### src/rtl/riscv_ctrl_pkg.sv
// Shared definitions for the RV32I multi-cycle controller.
// Holds the state encoding, the base opcodes the controller recognises,
// the datapath mux encodings and the ALU operation codes.
// No ports: this is a package imported by the controller files.
package riscv_ctrl_pkg;

  typedef enum logic [2:0] {
    ST_FETCH  = 3'd0,
    ST_DECODE = 3'd1,
    ST_EXEC   = 3'd2,
    ST_MEM    = 3'd3,
    ST_WB     = 3'd4,
    ST_FAULT  = 3'd7
  } state_e;

  localparam logic [6:0] OP_RTYPE  = 7'b0110011;
  localparam logic [6:0] OP_IMM    = 7'b0010011;
  localparam logic [6:0] OP_LOAD   = 7'b0000011;
  localparam logic [6:0] OP_STORE  = 7'b0100011;
  localparam logic [6:0] OP_LUI    = 7'b0110111;
  localparam logic [6:0] OP_AUIPC  = 7'b0010111;
  localparam logic [6:0] OP_JAL    = 7'b1101111;
  localparam logic [6:0] OP_JALR   = 7'b1100111;
  localparam logic [6:0] OP_BRANCH = 7'b1100011;

  localparam logic [1:0] PC_SEL_PC4 = 2'd0;
  localparam logic [1:0] PC_SEL_IMM = 2'd1;
  localparam logic [1:0] PC_SEL_ALU = 2'd2;

  localparam logic [1:0] A_SEL_RS1  = 2'd0;
  localparam logic [1:0] A_SEL_PC   = 2'd1;
  localparam logic [1:0] A_SEL_ZERO = 2'd2;

  localparam logic [1:0] B_SEL_RS2 = 2'd0;
  localparam logic [1:0] B_SEL_IMM = 2'd1;

  localparam logic [1:0] WB_SEL_ALU = 2'd0;
  localparam logic [1:0] WB_SEL_MDR = 2'd1;
  localparam logic [1:0] WB_SEL_PC4 = 2'd2;

  localparam logic [3:0] ALU_ADD = 4'b0000;
  localparam logic [3:0] ALU_SUB = 4'b1000;
  localparam logic [3:0] ALU_SRA = 4'b1101;

endpackage

### src/rtl/riscv_ctrl_fsm_if.sv
// Bundle of the signals exchanged between the control FSM and the datapath.
// master : the controller (reads IR fields / memory status, drives enables,
//          selects, status and the retired-instruction count)
// slave  : the datapath side (drives IR fields / memory status, consumes
//          everything the controller produces)
interface riscv_ctrl_fsm_if #(
  parameter int CNT_W = 32
);

  logic [6:0]       OPCODE;
  logic [2:0]       FUNCT3;
  logic             FUNCT7_5;
  logic             BR_TAKEN;
  logic             MEM_READY;
  logic             PC_ENA;
  logic             IR_ENA;
  logic             MDR_ENA;
  logic             RF_WE;
  logic             MEM_REQ;
  logic             MEM_WE;
  logic [1:0]       PC_SEL;
  logic [1:0]       ALU_A_SEL;
  logic [1:0]       ALU_B_SEL;
  logic [3:0]       ALU_OP;
  logic [1:0]       WB_SEL;
  logic [2:0]       STATE;
  logic             FAULT;
  logic [CNT_W-1:0] INSTRET;

  modport master (
    input  OPCODE, FUNCT3, FUNCT7_5, BR_TAKEN, MEM_READY,
    output PC_ENA, IR_ENA, MDR_ENA, RF_WE, MEM_REQ, MEM_WE,
    output PC_SEL, ALU_A_SEL, ALU_B_SEL, ALU_OP, WB_SEL,
    output STATE, FAULT, INSTRET
  );

  modport slave (
    output OPCODE, FUNCT3, FUNCT7_5, BR_TAKEN, MEM_READY,
    input  PC_ENA, IR_ENA, MDR_ENA, RF_WE, MEM_REQ, MEM_WE,
    input  PC_SEL, ALU_A_SEL, ALU_B_SEL, ALU_OP, WB_SEL,
    input  STATE, FAULT, INSTRET
  );

endinterface

### src/rtl/riscv_alu_decode.sv
// Purely combinational instruction-class decoder.
// Ports:
//   i_opcode   IR[6:0]
//   i_funct3   IR[14:12]
//   i_funct7_5 IR[30]
//   o_alu_op   {f7_5_eff, funct3}
//   o_a_sel    ALU operand A select
//   o_b_sel    ALU operand B select
//   o_legal    opcode is one of the supported RV32I base opcodes
module riscv_alu_decode
  import riscv_ctrl_pkg::*;
(
  input  logic [6:0] i_opcode,
  input  logic [2:0] i_funct3,
  input  logic       i_funct7_5,
  output logic [3:0] o_alu_op,
  output logic [1:0] o_a_sel,
  output logic [1:0] o_b_sel,
  output logic       o_legal
);

  // Default is the address-generation form (rs1 + imm, ADD) used by
  // LOAD/STORE/JALR; other classes override only what differs.
  // Only SRAI/SRLI carry a meaningful funct7 bit among the immediates, so
  // every other OP-IMM funct3 must ignore IR[30] (it is immediate data).
  // Branches compare rs1 against rs2, hence SUB.
  always_comb begin
    o_alu_op = ALU_ADD;
    o_a_sel  = A_SEL_RS1;
    o_b_sel  = B_SEL_IMM;
    o_legal  = 1'b1;
    case (i_opcode)
      OP_RTYPE: begin
        o_b_sel  = B_SEL_RS2;
        o_alu_op = {i_funct7_5, i_funct3};
      end
      OP_IMM: begin
        o_alu_op = {(i_funct3 == 3'b101) ? i_funct7_5 : 1'b0, i_funct3};
      end
      OP_LOAD, OP_STORE, OP_JALR: begin
        o_alu_op = ALU_ADD;
      end
      OP_LUI: begin
        o_a_sel = A_SEL_ZERO;
      end
      OP_AUIPC, OP_JAL: begin
        o_a_sel = A_SEL_PC;
      end
      OP_BRANCH: begin
        o_b_sel  = B_SEL_RS2;
        o_alu_op = ALU_SUB;
      end
      default: begin
        o_b_sel = B_SEL_RS2;
        o_legal = 1'b0;
      end
    endcase
  end

endmodule

### src/rtl/riscv_ctrl_fsm.sv
// Multi-cycle control FSM for the RV32I core. Generates the load enables for
// the PC/IR/MDR registers, register-file write enable, memory request and the
// datapath mux selects; owns the memory-wait watchdog and the INSTRET counter.
// Ports:
//   CLK   rising-edge clock
//   RST   asynchronous active-low reset
//   ctrl  riscv_ctrl_fsm_if.master: IR fields, BR_TAKEN, MEM_READY in;
//         enables, selects, STATE, FAULT, INSTRET out
// Parameters:
//   WAIT_LIMIT  consecutive MEM_READY-low cycles tolerated in FETCH/MEM (>=1)
//   CNT_W       width of INSTRET
module riscv_ctrl_fsm
  import riscv_ctrl_pkg::*;
#(
  parameter int WAIT_LIMIT = 15,
  parameter int CNT_W      = 32
)(
  input  logic            CLK,
  input  logic            RST,
  riscv_ctrl_fsm_if.master ctrl
);

  localparam logic [2:0] S_FETCH  = 3'(ST_FETCH);
  localparam logic [2:0] S_DECODE = 3'(ST_DECODE);
  localparam logic [2:0] S_EXEC   = 3'(ST_EXEC);
  localparam logic [2:0] S_MEM    = 3'(ST_MEM);
  localparam logic [2:0] S_WB     = 3'(ST_WB);
  localparam logic [2:0] S_FAULT  = 3'(ST_FAULT);

  localparam int WCNT_W = $clog2(WAIT_LIMIT + 1);

  logic [2:0]        r_state;
  logic [WCNT_W-1:0] r_wait;
  logic [CNT_W-1:0]  r_instret;

  logic [2:0] w_next;
  logic       w_pc_ena;
  logic       w_ir_ena;
  logic       w_mdr_ena;
  logic       w_rf_we;
  logic       w_mem_req;
  logic       w_mem_we;
  logic [1:0] w_pc_sel;
  logic [1:0] w_a_sel;
  logic [1:0] w_b_sel;
  logic [3:0] w_alu_op;
  logic [1:0] w_wb_sel;

  logic [3:0] w_dec_alu_op;
  logic [1:0] w_dec_a_sel;
  logic [1:0] w_dec_b_sel;
  logic       w_dec_legal;
  logic       w_waiting;
  logic       w_wait_hit;
  logic       w_is_load;
  logic       w_is_store;

  riscv_alu_decode u_alu_decode (
    .i_opcode   (ctrl.OPCODE),
    .i_funct3   (ctrl.FUNCT3),
    .i_funct7_5 (ctrl.FUNCT7_5),
    .o_alu_op   (w_dec_alu_op),
    .o_a_sel    (w_dec_a_sel),
    .o_b_sel    (w_dec_b_sel),
    .o_legal    (w_dec_legal)
  );

  assign w_is_load  = (ctrl.OPCODE == OP_LOAD);
  assign w_is_store = (ctrl.OPCODE == OP_STORE);

  // A memory-wait cycle is any FETCH/MEM cycle where memory has not answered;
  // the limit cycle only faults if memory is still silent in it.
  assign w_waiting  = ((r_state == S_FETCH) || (r_state == S_MEM)) && !ctrl.MEM_READY;
  assign w_wait_hit = w_waiting && (r_wait == WCNT_W'(WAIT_LIMIT - 1));

  // Next-state and control decode. ALU selects track the decoded instruction
  // through EXEC/MEM/WB so the ALU result is stable until write-back.
  always_comb begin
    w_next    = r_state;
    w_pc_ena  = 1'b0;
    w_ir_ena  = 1'b0;
    w_mdr_ena = 1'b0;
    w_rf_we   = 1'b0;
    w_mem_req = 1'b0;
    w_mem_we  = 1'b0;
    w_pc_sel  = PC_SEL_PC4;
    w_a_sel   = A_SEL_RS1;
    w_b_sel   = B_SEL_RS2;
    w_alu_op  = ALU_ADD;
    w_wb_sel  = WB_SEL_ALU;

    if ((r_state == S_EXEC) || (r_state == S_MEM) || (r_state == S_WB)) begin
      w_a_sel  = w_dec_a_sel;
      w_b_sel  = w_dec_b_sel;
      w_alu_op = w_dec_alu_op;
    end

    case (r_state)
      S_FETCH: begin
        w_mem_req = 1'b1;
        if (ctrl.MEM_READY) begin
          w_ir_ena = 1'b1;
          w_next   = S_DECODE;
        end else if (w_wait_hit) begin
          w_next = S_FAULT;
        end
      end
      S_DECODE: begin
        w_next = w_dec_legal ? S_EXEC : S_FAULT;
      end
      S_EXEC: begin
        if (ctrl.OPCODE == OP_BRANCH) begin
          w_pc_ena = 1'b1;
          w_pc_sel = ctrl.BR_TAKEN ? PC_SEL_IMM : PC_SEL_PC4;
          w_next   = S_FETCH;
        end else if (w_is_load || w_is_store) begin
          w_next = S_MEM;
        end else begin
          w_next = S_WB;
        end
      end
      S_MEM: begin
        w_mem_req = 1'b1;
        w_mem_we  = w_is_store;
        if (ctrl.MEM_READY) begin
          if (w_is_load) begin
            w_mdr_ena = 1'b1;
            w_next    = S_WB;
          end else begin
            w_pc_ena = 1'b1;
            w_next   = S_FETCH;
          end
        end else if (w_wait_hit) begin
          w_next = S_FAULT;
        end
      end
      S_WB: begin
        w_rf_we  = 1'b1;
        w_pc_ena = 1'b1;
        w_next   = S_FETCH;
        if (w_is_load) begin
          w_wb_sel = WB_SEL_MDR;
        end else if ((ctrl.OPCODE == OP_JAL) || (ctrl.OPCODE == OP_JALR)) begin
          w_wb_sel = WB_SEL_PC4;
        end
        if (ctrl.OPCODE == OP_JAL) begin
          w_pc_sel = PC_SEL_IMM;
        end else if (ctrl.OPCODE == OP_JALR) begin
          w_pc_sel = PC_SEL_ALU;
        end
      end
      S_FAULT: begin
        w_next = S_FAULT;
      end
      default: begin
        w_next = S_FAULT;
      end
    endcase
  end

  // State, watchdog and retirement registers. The wait counter is zero on
  // every non-waiting cycle, which also makes it start from zero on each
  // entry to FETCH or MEM.
  always_ff @(posedge CLK or negedge RST) begin
    if (!RST) begin
      r_state   <= S_FETCH;
      r_wait    <= '0;
      r_instret <= '0;
    end else begin
      r_state <= w_next;
      if (w_waiting && !w_wait_hit) begin
        r_wait <= r_wait + WCNT_W'(1);
      end else begin
        r_wait <= '0;
      end
      if (w_pc_ena) begin
        r_instret <= r_instret + CNT_W'(1);
      end
    end
  end

  // While RST is low every load/request is forced off so no datapath register
  // can capture during reset, independent of the state register.
  assign ctrl.PC_ENA    = RST & w_pc_ena;
  assign ctrl.IR_ENA    = RST & w_ir_ena;
  assign ctrl.MDR_ENA   = RST & w_mdr_ena;
  assign ctrl.RF_WE     = RST & w_rf_we;
  assign ctrl.MEM_REQ   = RST & w_mem_req;
  assign ctrl.MEM_WE    = RST & w_mem_we;
  assign ctrl.PC_SEL    = {2{RST}} & w_pc_sel;
  assign ctrl.ALU_A_SEL = {2{RST}} & w_a_sel;
  assign ctrl.ALU_B_SEL = {2{RST}} & w_b_sel;
  assign ctrl.ALU_OP    = {4{RST}} & w_alu_op;
  assign ctrl.WB_SEL    = {2{RST}} & w_wb_sel;
  assign ctrl.STATE     = r_state;
  assign ctrl.FAULT     = (r_state == S_FAULT);
  assign ctrl.INSTRET   = r_instret;

endmodule

### src/flat_wrapper.sv
// flat-port wrapper written by rule: the top's interface ports become plain ports
module riscv_ctrl_fsm_flat import riscv_ctrl_pkg::*;
#(
  parameter int WAIT_LIMIT = 15,
  parameter int CNT_W      = 32
)
  (CLK, RST, ctrl_OPCODE, ctrl_FUNCT3, ctrl_FUNCT7_5, ctrl_BR_TAKEN, ctrl_MEM_READY, ctrl_PC_ENA, ctrl_IR_ENA, ctrl_MDR_ENA, ctrl_RF_WE, ctrl_MEM_REQ, ctrl_MEM_WE, ctrl_PC_SEL, ctrl_ALU_A_SEL, ctrl_ALU_B_SEL, ctrl_ALU_OP, ctrl_WB_SEL, ctrl_STATE, ctrl_FAULT, ctrl_INSTRET);
  riscv_ctrl_fsm_if #(.CNT_W(CNT_W)) ctrl_i ();
  input  logic CLK;
  input  logic RST;
  input wire logic [$bits(ctrl_i.OPCODE)-1:0] ctrl_OPCODE;
  input wire logic [$bits(ctrl_i.FUNCT3)-1:0] ctrl_FUNCT3;
  input wire logic [$bits(ctrl_i.FUNCT7_5)-1:0] ctrl_FUNCT7_5;
  input wire logic [$bits(ctrl_i.BR_TAKEN)-1:0] ctrl_BR_TAKEN;
  input wire logic [$bits(ctrl_i.MEM_READY)-1:0] ctrl_MEM_READY;
  output wire logic [$bits(ctrl_i.PC_ENA)-1:0] ctrl_PC_ENA;
  output wire logic [$bits(ctrl_i.IR_ENA)-1:0] ctrl_IR_ENA;
  output wire logic [$bits(ctrl_i.MDR_ENA)-1:0] ctrl_MDR_ENA;
  output wire logic [$bits(ctrl_i.RF_WE)-1:0] ctrl_RF_WE;
  output wire logic [$bits(ctrl_i.MEM_REQ)-1:0] ctrl_MEM_REQ;
  output wire logic [$bits(ctrl_i.MEM_WE)-1:0] ctrl_MEM_WE;
  output wire logic [$bits(ctrl_i.PC_SEL)-1:0] ctrl_PC_SEL;
  output wire logic [$bits(ctrl_i.ALU_A_SEL)-1:0] ctrl_ALU_A_SEL;
  output wire logic [$bits(ctrl_i.ALU_B_SEL)-1:0] ctrl_ALU_B_SEL;
  output wire logic [$bits(ctrl_i.ALU_OP)-1:0] ctrl_ALU_OP;
  output wire logic [$bits(ctrl_i.WB_SEL)-1:0] ctrl_WB_SEL;
  output wire logic [$bits(ctrl_i.STATE)-1:0] ctrl_STATE;
  output wire logic [$bits(ctrl_i.FAULT)-1:0] ctrl_FAULT;
  output wire logic [$bits(ctrl_i.INSTRET)-1:0] ctrl_INSTRET;
  assign ctrl_i.OPCODE = ctrl_OPCODE;
  assign ctrl_i.FUNCT3 = ctrl_FUNCT3;
  assign ctrl_i.FUNCT7_5 = ctrl_FUNCT7_5;
  assign ctrl_i.BR_TAKEN = ctrl_BR_TAKEN;
  assign ctrl_i.MEM_READY = ctrl_MEM_READY;
  assign ctrl_PC_ENA = ctrl_i.PC_ENA;
  assign ctrl_IR_ENA = ctrl_i.IR_ENA;
  assign ctrl_MDR_ENA = ctrl_i.MDR_ENA;
  assign ctrl_RF_WE = ctrl_i.RF_WE;
  assign ctrl_MEM_REQ = ctrl_i.MEM_REQ;
  assign ctrl_MEM_WE = ctrl_i.MEM_WE;
  assign ctrl_PC_SEL = ctrl_i.PC_SEL;
  assign ctrl_ALU_A_SEL = ctrl_i.ALU_A_SEL;
  assign ctrl_ALU_B_SEL = ctrl_i.ALU_B_SEL;
  assign ctrl_ALU_OP = ctrl_i.ALU_OP;
  assign ctrl_WB_SEL = ctrl_i.WB_SEL;
  assign ctrl_STATE = ctrl_i.STATE;
  assign ctrl_FAULT = ctrl_i.FAULT;
  assign ctrl_INSTRET = ctrl_i.INSTRET;
  riscv_ctrl_fsm #(.WAIT_LIMIT(WAIT_LIMIT), .CNT_W(CNT_W)) u_core (.CLK(CLK), .RST(RST), .ctrl(ctrl_i));
endmodule
### config.mk
export PLATFORM = sky130hd
export DESIGN_NAME = riscv_ctrl_fsm_flat
export DESIGN_NICKNAME = d
export VERILOG_FILES = /design/src/rtl/riscv_ctrl_pkg.sv /design/src/rtl/riscv_ctrl_fsm_if.sv /design/src/rtl/riscv_alu_decode.sv /design/src/rtl/riscv_ctrl_fsm.sv /design/src/flat_wrapper.sv
export SDC_FILE = /design/constraint.sdc
export NUM_CORES = 1
export LEC_CHECK = 0
export ABC_AREA = 1
export CAP_MARGIN = 10
export CORE_MARGIN = 2
export CORE_UTILIZATION = 30
export CTS_CLUSTER_SIZE = 25
export DETAILED_ROUTE_END_ITERATION = 7
export PLACE_DENSITY_LB_ADDON = 0.05
export SKIP_LAST_GASP = 1
export SLEW_MARGIN = 20
export SYNTH_ARGS = -nofsm -noshare
export SYNTH_HDL_FRONTEND = slang
export SYNTH_SLANG_ARGS = --single-unit
### constraint.sdc
create_clock -name CLK -period 2 [get_ports CLK]
set_input_delay 0.2 -clock CLK [delete_from_list [all_inputs] [get_ports CLK]]
set_output_delay 0.2 -clock CLK [all_outputs]
set_load 0.005 [all_outputs]
Yosys cells after proc, flatten, opt, wreduce, memory -nomap -nowiden
Cells that the tools add are included.
{"block": "op_classes", "bitwise_logic": 11, "n_eq_ne": 16, "reduce_logical": 15, "n_addsub": 2, "mux": 37}
{"operator": "$add A32 B1 Y32 const B", "n": 1}
{"operator": "$eq A7 B6 Y1 const B", "n": 3}
{"operator": "$eq A7 B7 Y1 const B", "n": 3}
{"operator": "$mux W3", "n": 7}
{"operator": "$mux W1", "n": 16}
{"operator": "$pmux W3 S5", "n": 1}
{"operator": "$eq A7 B5 Y1 const B", "n": 2}
{"operator": "$mux W2", "n": 7}
{"operator": "$pmux W4 S3", "n": 1}
{"operator": "$eq A3 B3 Y1 const B", "n": 3}
{"operator": "$reduce_or A9 Y1", "n": 1}
{"operator": "$mux W4", "n": 2}
{"operator": "$pmux W2 S2", "n": 2}
{"operator": "$eq A7 B2 Y1 const B", "n": 1}
{"operator": "$reduce_or A7 Y1", "n": 1}
{"operator": "$and A1 B1 Y1", "n": 6}
{"operator": "$and A2 B2 Y2", "n": 3}
{"operator": "$eq A3 B2 Y1 const B", "n": 2}
{"operator": "$logic_or A1 B1 Y1", "n": 5}
{"operator": "$add A4 B1 Y4 const B", "n": 1}
{"operator": "$and A4 B4 Y4", "n": 1}
{"operator": "$eq A4 B4 Y1 const B", "n": 1}
{"operator": "$reduce_or A2 Y1", "n": 2}
{"operator": "$eq A3 B1 Y1 const B", "n": 1}
{"operator": "other kinds (5)", "n": 8}
{"block": "word_totals", "regBits": 39, "output_inout_bits": 54, "word_cells": 84, "in_bits": 15}

Longest topological paths before layout
{"block": "depth", "ltp_word": 7, "ltp_mapped": 10, "ltp_nobuf": 10}

Hierarchy
A second synthesis with hierarchy kept.
{"block": "hier_totals", "cells_unflattened": 463, "hier_area_um2": 2901.5}
{"module": "riscv_ctrl_fsm", "area_per_inst_um2": 2678.8, "seq_area_each_um2": 975.9, "cells_each": 412, "instances": 1}
{"module": "riscv_alu_decode", "area_per_inst_um2": 222.7, "seq_area_each_um2": 0.0, "cells_each": 51, "instances": 1}

Least setup slack after synthesis
OpenSTA, ideal clock, no wires.
{"block": "synth_timing", "kind": "register to register", "from": "register u_core.r_instret[0], in the netlist u_core.ctrl.INSTRET[0]", "to": "register u_core.r_instret[16], in the netlist u_core.ctrl.INSTRET[16]", "setup_time_ps": 66, "t_arrival_ps": 1392, "t_required_ps": 1934, "n_path_buf": 0, "synth_period_minus_slack_ps": 1458, "stages_incl_launch_ff": 9, "setup_slack_ps": 542, "cell_sequence": "dfrtp_1 ha_1 inv_1 nor2_1 nand2_1 nor2_1 xor2_1 nand2_1 nand2_1"}
{"block": "synth_via", "elab_chain_cells": 1}
{"element": "start, declared", "line_no": "riscv_ctrl_fsm.sv:34", "rtl": "logic [CNT_W-1:0] r_instret;"}
{"element": "start signal, assigned", "line_no": "riscv_ctrl_fsm.sv:177", "rtl": "r_instret <= r_instret + CNT_W'(1);"}
{"element": "$add A32 B1 Y32", "line_no": "riscv_ctrl_fsm.sv:177"}
Every way passes these cells.
A chain may end at the register's enable or synchronous reset.

Worst setup path in the final report
{"block": "layout_timing", "from": "register u_core.r_state[1], in the netlist u_core.ctrl.STATE[1]", "to": "output ctrl_RF_WE"}
{"block": "layout_via", "elab_chain_cells": 3}
{"element": "start, declared", "line_no": "riscv_ctrl_fsm.sv:32", "rtl": "logic [2:0] r_state;"}
{"element": "start signal, assigned", "line_no": "riscv_ctrl_fsm.sv:170", "rtl": "r_state <= w_next;"}
{"element": "$eq A3 B3 Y1", "line_no": "riscv_ctrl_fsm.sv:98", "rtl": "case (r_state)"}
{"element": "$mux W1", "line_no": "riscv_ctrl_fsm.sv:98"}
{"element": "$and A1 B1 Y1", "line_no": "riscv_ctrl_fsm.sv:187", "rtl": "assign ctrl.RF_WE = RST & w_rf_we;"}
{"element": "end, declared", "line_no": "flat_wrapper.sv:19", "rtl": "output wire logic [$bits(ctrl_i.RF_WE)-1:0] ctrl_RF_WE;"}
Every way passes these cells.

==> impl_summary.md <==
Timing
The max-slew violation count is 0. The final count of hold timing violations is 0. Setup repair after global routing could not meet its margin everywhere. The maximum frequency from static timing analysis is 517 MHz. The transition time of the tightest slew-check pin is 507 ps. The final setup TNS is 0 ps. For the finished layout, the period the worst path requires is 1930 ps. The final cycle utilization of the critical path is 96.7%. The number of failing setup endpoints in the final timing report is 0. Across all setup checks in the final design, the least slack found is 66.6 ps. Measured against its own limit, the worst slew margin works out to 66.2%. The final setup skew is 13.2 ps.

Hold path
In this run the worst hold path is classified as in2async.

Critical path
The category of the worst setup path capture point is an output pin. The number of buffer and inverter stages on the critical path is 2. The arrival time of data at the critical path endpoint is 1730 ps. Walking the worst path, the cells encountered are nor2_2, nand2_1, buf_6, nor2_1, clkdlybuf4s50_1. The slowest stage of the critical path is the clkdlybuf4s50_1 cell. Along the worst path, the maximum fanout reaches 22. In this design, the largest share of critical-path delay is due to buffers and inverters. The critical path class is reg2out. In this design, the stage delay of the slowest critical-path cell is 510 ps. The startpoint kind of the worst setup timing path is a register. At the worst endpoint, the required time is 1800 ps.

Floorplan
During I/O placement, the number of pins put on the boundary was 69. The die outline width is 103 um. The overall die area is 0.0107 sq mm. The floorplan step defined a core boundary enclosing 0.00968 sq mm.

In this run the vertical extent of the chip is 103 um. The initial cell density of the core is 30.6%. The floorplan row count is 36.

Detailed routing
The number of design-rule violations left by the first detailed-router iteration is 127. After detailed routing, the total wire length is 9540 um. Dividing the detail-routed via count by the number of cells gives 4.70.

The post-detailed-route DRC marker count is 0. The count of nets left with antenna violations once routing finished came out at 0. The first TritonRoute pass finished after 5 iterations. Detailed routing inserted a total of 3,288 vias. The average detailed-routed wire length per instance is 13.6 um.

Global route
For this run the aggregate overflow at the end of global routing stands at 0. The first global-routing pass estimated 16,000 um of wire. The maximum number of pins on one net before global-route repair is 40. The met1 track demand over resource in global routing is 25.1%. The initial antenna violation count was 0. In the global route stage, met3 resource usage came out at 3.43%. The global routing usage summed across all routing layers is 19.2%. The most utilized layer in the global route result is met2. The number of global-route vias before repair is 3,286. The global routing usage on met2 is 32.8%.

Final layout
The number of nets in the layout is 584. In the final layout, flip-flops and latches occupy 976 sq um. Cells with a size suffix above 1 make up 15.2% of the layout. In the layout the commonest cells are nand2_1, nor2_1, clkdlybuf4s50_1, dfrtp_1, inv_1. Excluding fillers, the count of instances in the completed layout stands at 700. From synthesis to final layout, the design area changed by 43.9%. Summing all multi-input logic gate instances after layout gives 0.00186 sq mm.

The antenna diode count is 0. The number of filler instances in the final layout is 1,032. The most frequent standard cell in the layout excluding fill and tap cells is nand2_1.

Outcome
The run finished with clean final reports.

Clock tree
In this run the clock root is driven by a clkbuf_8. The hold buffer count at CTS is 0. For this design, the sink count on the clock tree is 39. In this run the deepest clock path goes through 2 buffers. The clock latency at the later pin of the worst-skew pair is 300 ps. TritonCTS built the clock tree. Clock-pin slew was measured on the worst setup and hold paths at 90 ps.

Buffers inserted during clock tree synthesis total 5. The H-tree level count is 2.

Placed design
Counting tap cells, the placed design contains a total of 683 instances. The count of buffers added on input and output ports is 67. The weighted congestion reported at the end of routability-driven placement is 0.895. After legalization and detailed placement, the total HPWL measured 7350 um. At the placement stage, the worst setup path has a slack of -147 ps.

Yosys
The synthesized netlist occupies a cell area of 0.00296 sq mm. By area the synthesized netlist is led by dfrtp_1, nand2_1, nor2_1. The count of distinct cell types in the synthesized netlist is 29. The top cell type by area accounts for 33.0% of the synthesized area. The number of synthesized register bits is 39. The number of warnings printed during yosys synthesis is 0. The post-synthesis net count is 487. The mean cell area of the mapped netlist is 6.31 sq um. Sequential cells were found to cover 33.0% of the synthesized design area. Synthesis produced 469 cells. The biggest area contributor in the post-synthesis netlist is dfrtp_1.

Run
Across the run, the number of max-cap violations was 0.

Pwr
In this run the power density over the cells is 525 mW/mm^2. In this run the static leakage power is 0.00206 uW. The maximum resistive drop on vdd is 0.000510 V.
-- routing by layer --
layer  routed length, um  part of all wire [%]
met1                4370                    46
met2                4610                    48
met3                 401                   4.2
met4                 152                   1.6
met5                   0                     0
-- registers in the layout, indices dropped and copies added (netlist names) --
| signal | cells |
|---|---|
| u_core.r_wait | 4 |
| u_core.ctrl.STATE | 3 |
| u_core.ctrl.INSTRET | 32 |
-- layout make-up --
cell class / count / share of cell area [%]
clock buffers: 5 / 1.61
well taps: 133 / 3.90
flip-flops and latches: 39 / 22.9
repair buffers: 104 / 23.2
multi-input cells: 374 / 43.7
inverters: 42 / 3.70
clock inverters: 3 / 1.03
-- synth_stat cells --
master,n
nand2_1,184
inv_2,1
nor2_1,71
nor3_1,9
xor2_1,11
o211ai_1,1
nand3_2,2
buf_6,3
nand2_4,1
xnor2_1,6
a21oi_1,6
a31oi_1,2
nor4_1,3
nand3_4,1
nand2_2,5
ha_1,3
nand3b_1,1
nor2_4,1
nand3_1,27
nand4_1,32
clkbuf_1,1
o21ai_0,3
nor2_2,3
buf_4,2
inv_1,41
dfrtp_1,39
and3_1,1
conb_1,1
buf_2,8
-- report_power, final --
group | internal (uW) | switching, uW | total [uW]
sequential | 827 | 41.9 | 869
clock | 372 | 309 | 681
combinational | 330 | 357 | 687
-- final timing paths --
check | from | to | slack (ps) | cells after the start
min in group CLK | u_core.r_wait[0]$_DFF_PN0_ | u_core.r_wait[0]$_DFF_PN0_ | 490 | 1
max in group asynchronous | RST | u_core.ctrl.INSTRET[25]$_DFFE_PN0P_ | 1560 | 2
worst min-delay path | RST | u_core.ctrl.INSTRET[6]$_DFFE_PN0P_ | 70 | 2
worst max register to register | u_core.ctrl.INSTRET[1]$_DFFE_PN0P_ | u_core.ctrl.INSTRET[16]$_DFFE_PN0P_ | 310 | 8
worst max-delay path | u_core.ctrl.STATE[1]$_DFF_PN0_ | ctrl_RF_WE | 70 | 5
worst min register to register | u_core.r_wait[0]$_DFF_PN0_ | u_core.r_wait[0]$_DFF_PN0_ | 490 | 1
-- logic make-up (layout without fill, tap and decap cells) --
group,count (synthesis),count (layout),synth area share (%)
AO/OA/AOI/OAI,12,12,2.20
adder cells (fa/ha/maj),3,3,1.27
other,1,1,0.127
buffers and inverters,56,154,8.45
XOR/XNOR,17,17,5.03
AND/OR/NAND/NOR,341,341,50.0
flip-flops,39,39,33.0
-- what timing repair did --
item                       CTS  global route
pin swaps                    2             3
setup endpoints to repair   14             9
gates resized for setup     34            22
setup buffers                7             2
-- per-stage QoR --
| stage | hold WS (ps) | utilization (%) | instance area, sq um | power (uW) |
|---|---|---|---|---|
| 3_5_place_dp | 399 | 40.6 | 3940 | 1480 |
| 6_report | 72.8 | 44.0 | 4260 | 2240 |
| 4_1_cts | 97.7 | 43.3 | 4200 | 2260 |
| 5_1_grt | 124 | 44.0 | 4260 | 2370 |
| 3_3_place_gp | 394 | 40.6 | 3940 | 1470 |
| 2_1_floorplan | -95.6 | - | 2960 | 1160 |
Note: power is estimated with default switching activity, not from simulation.
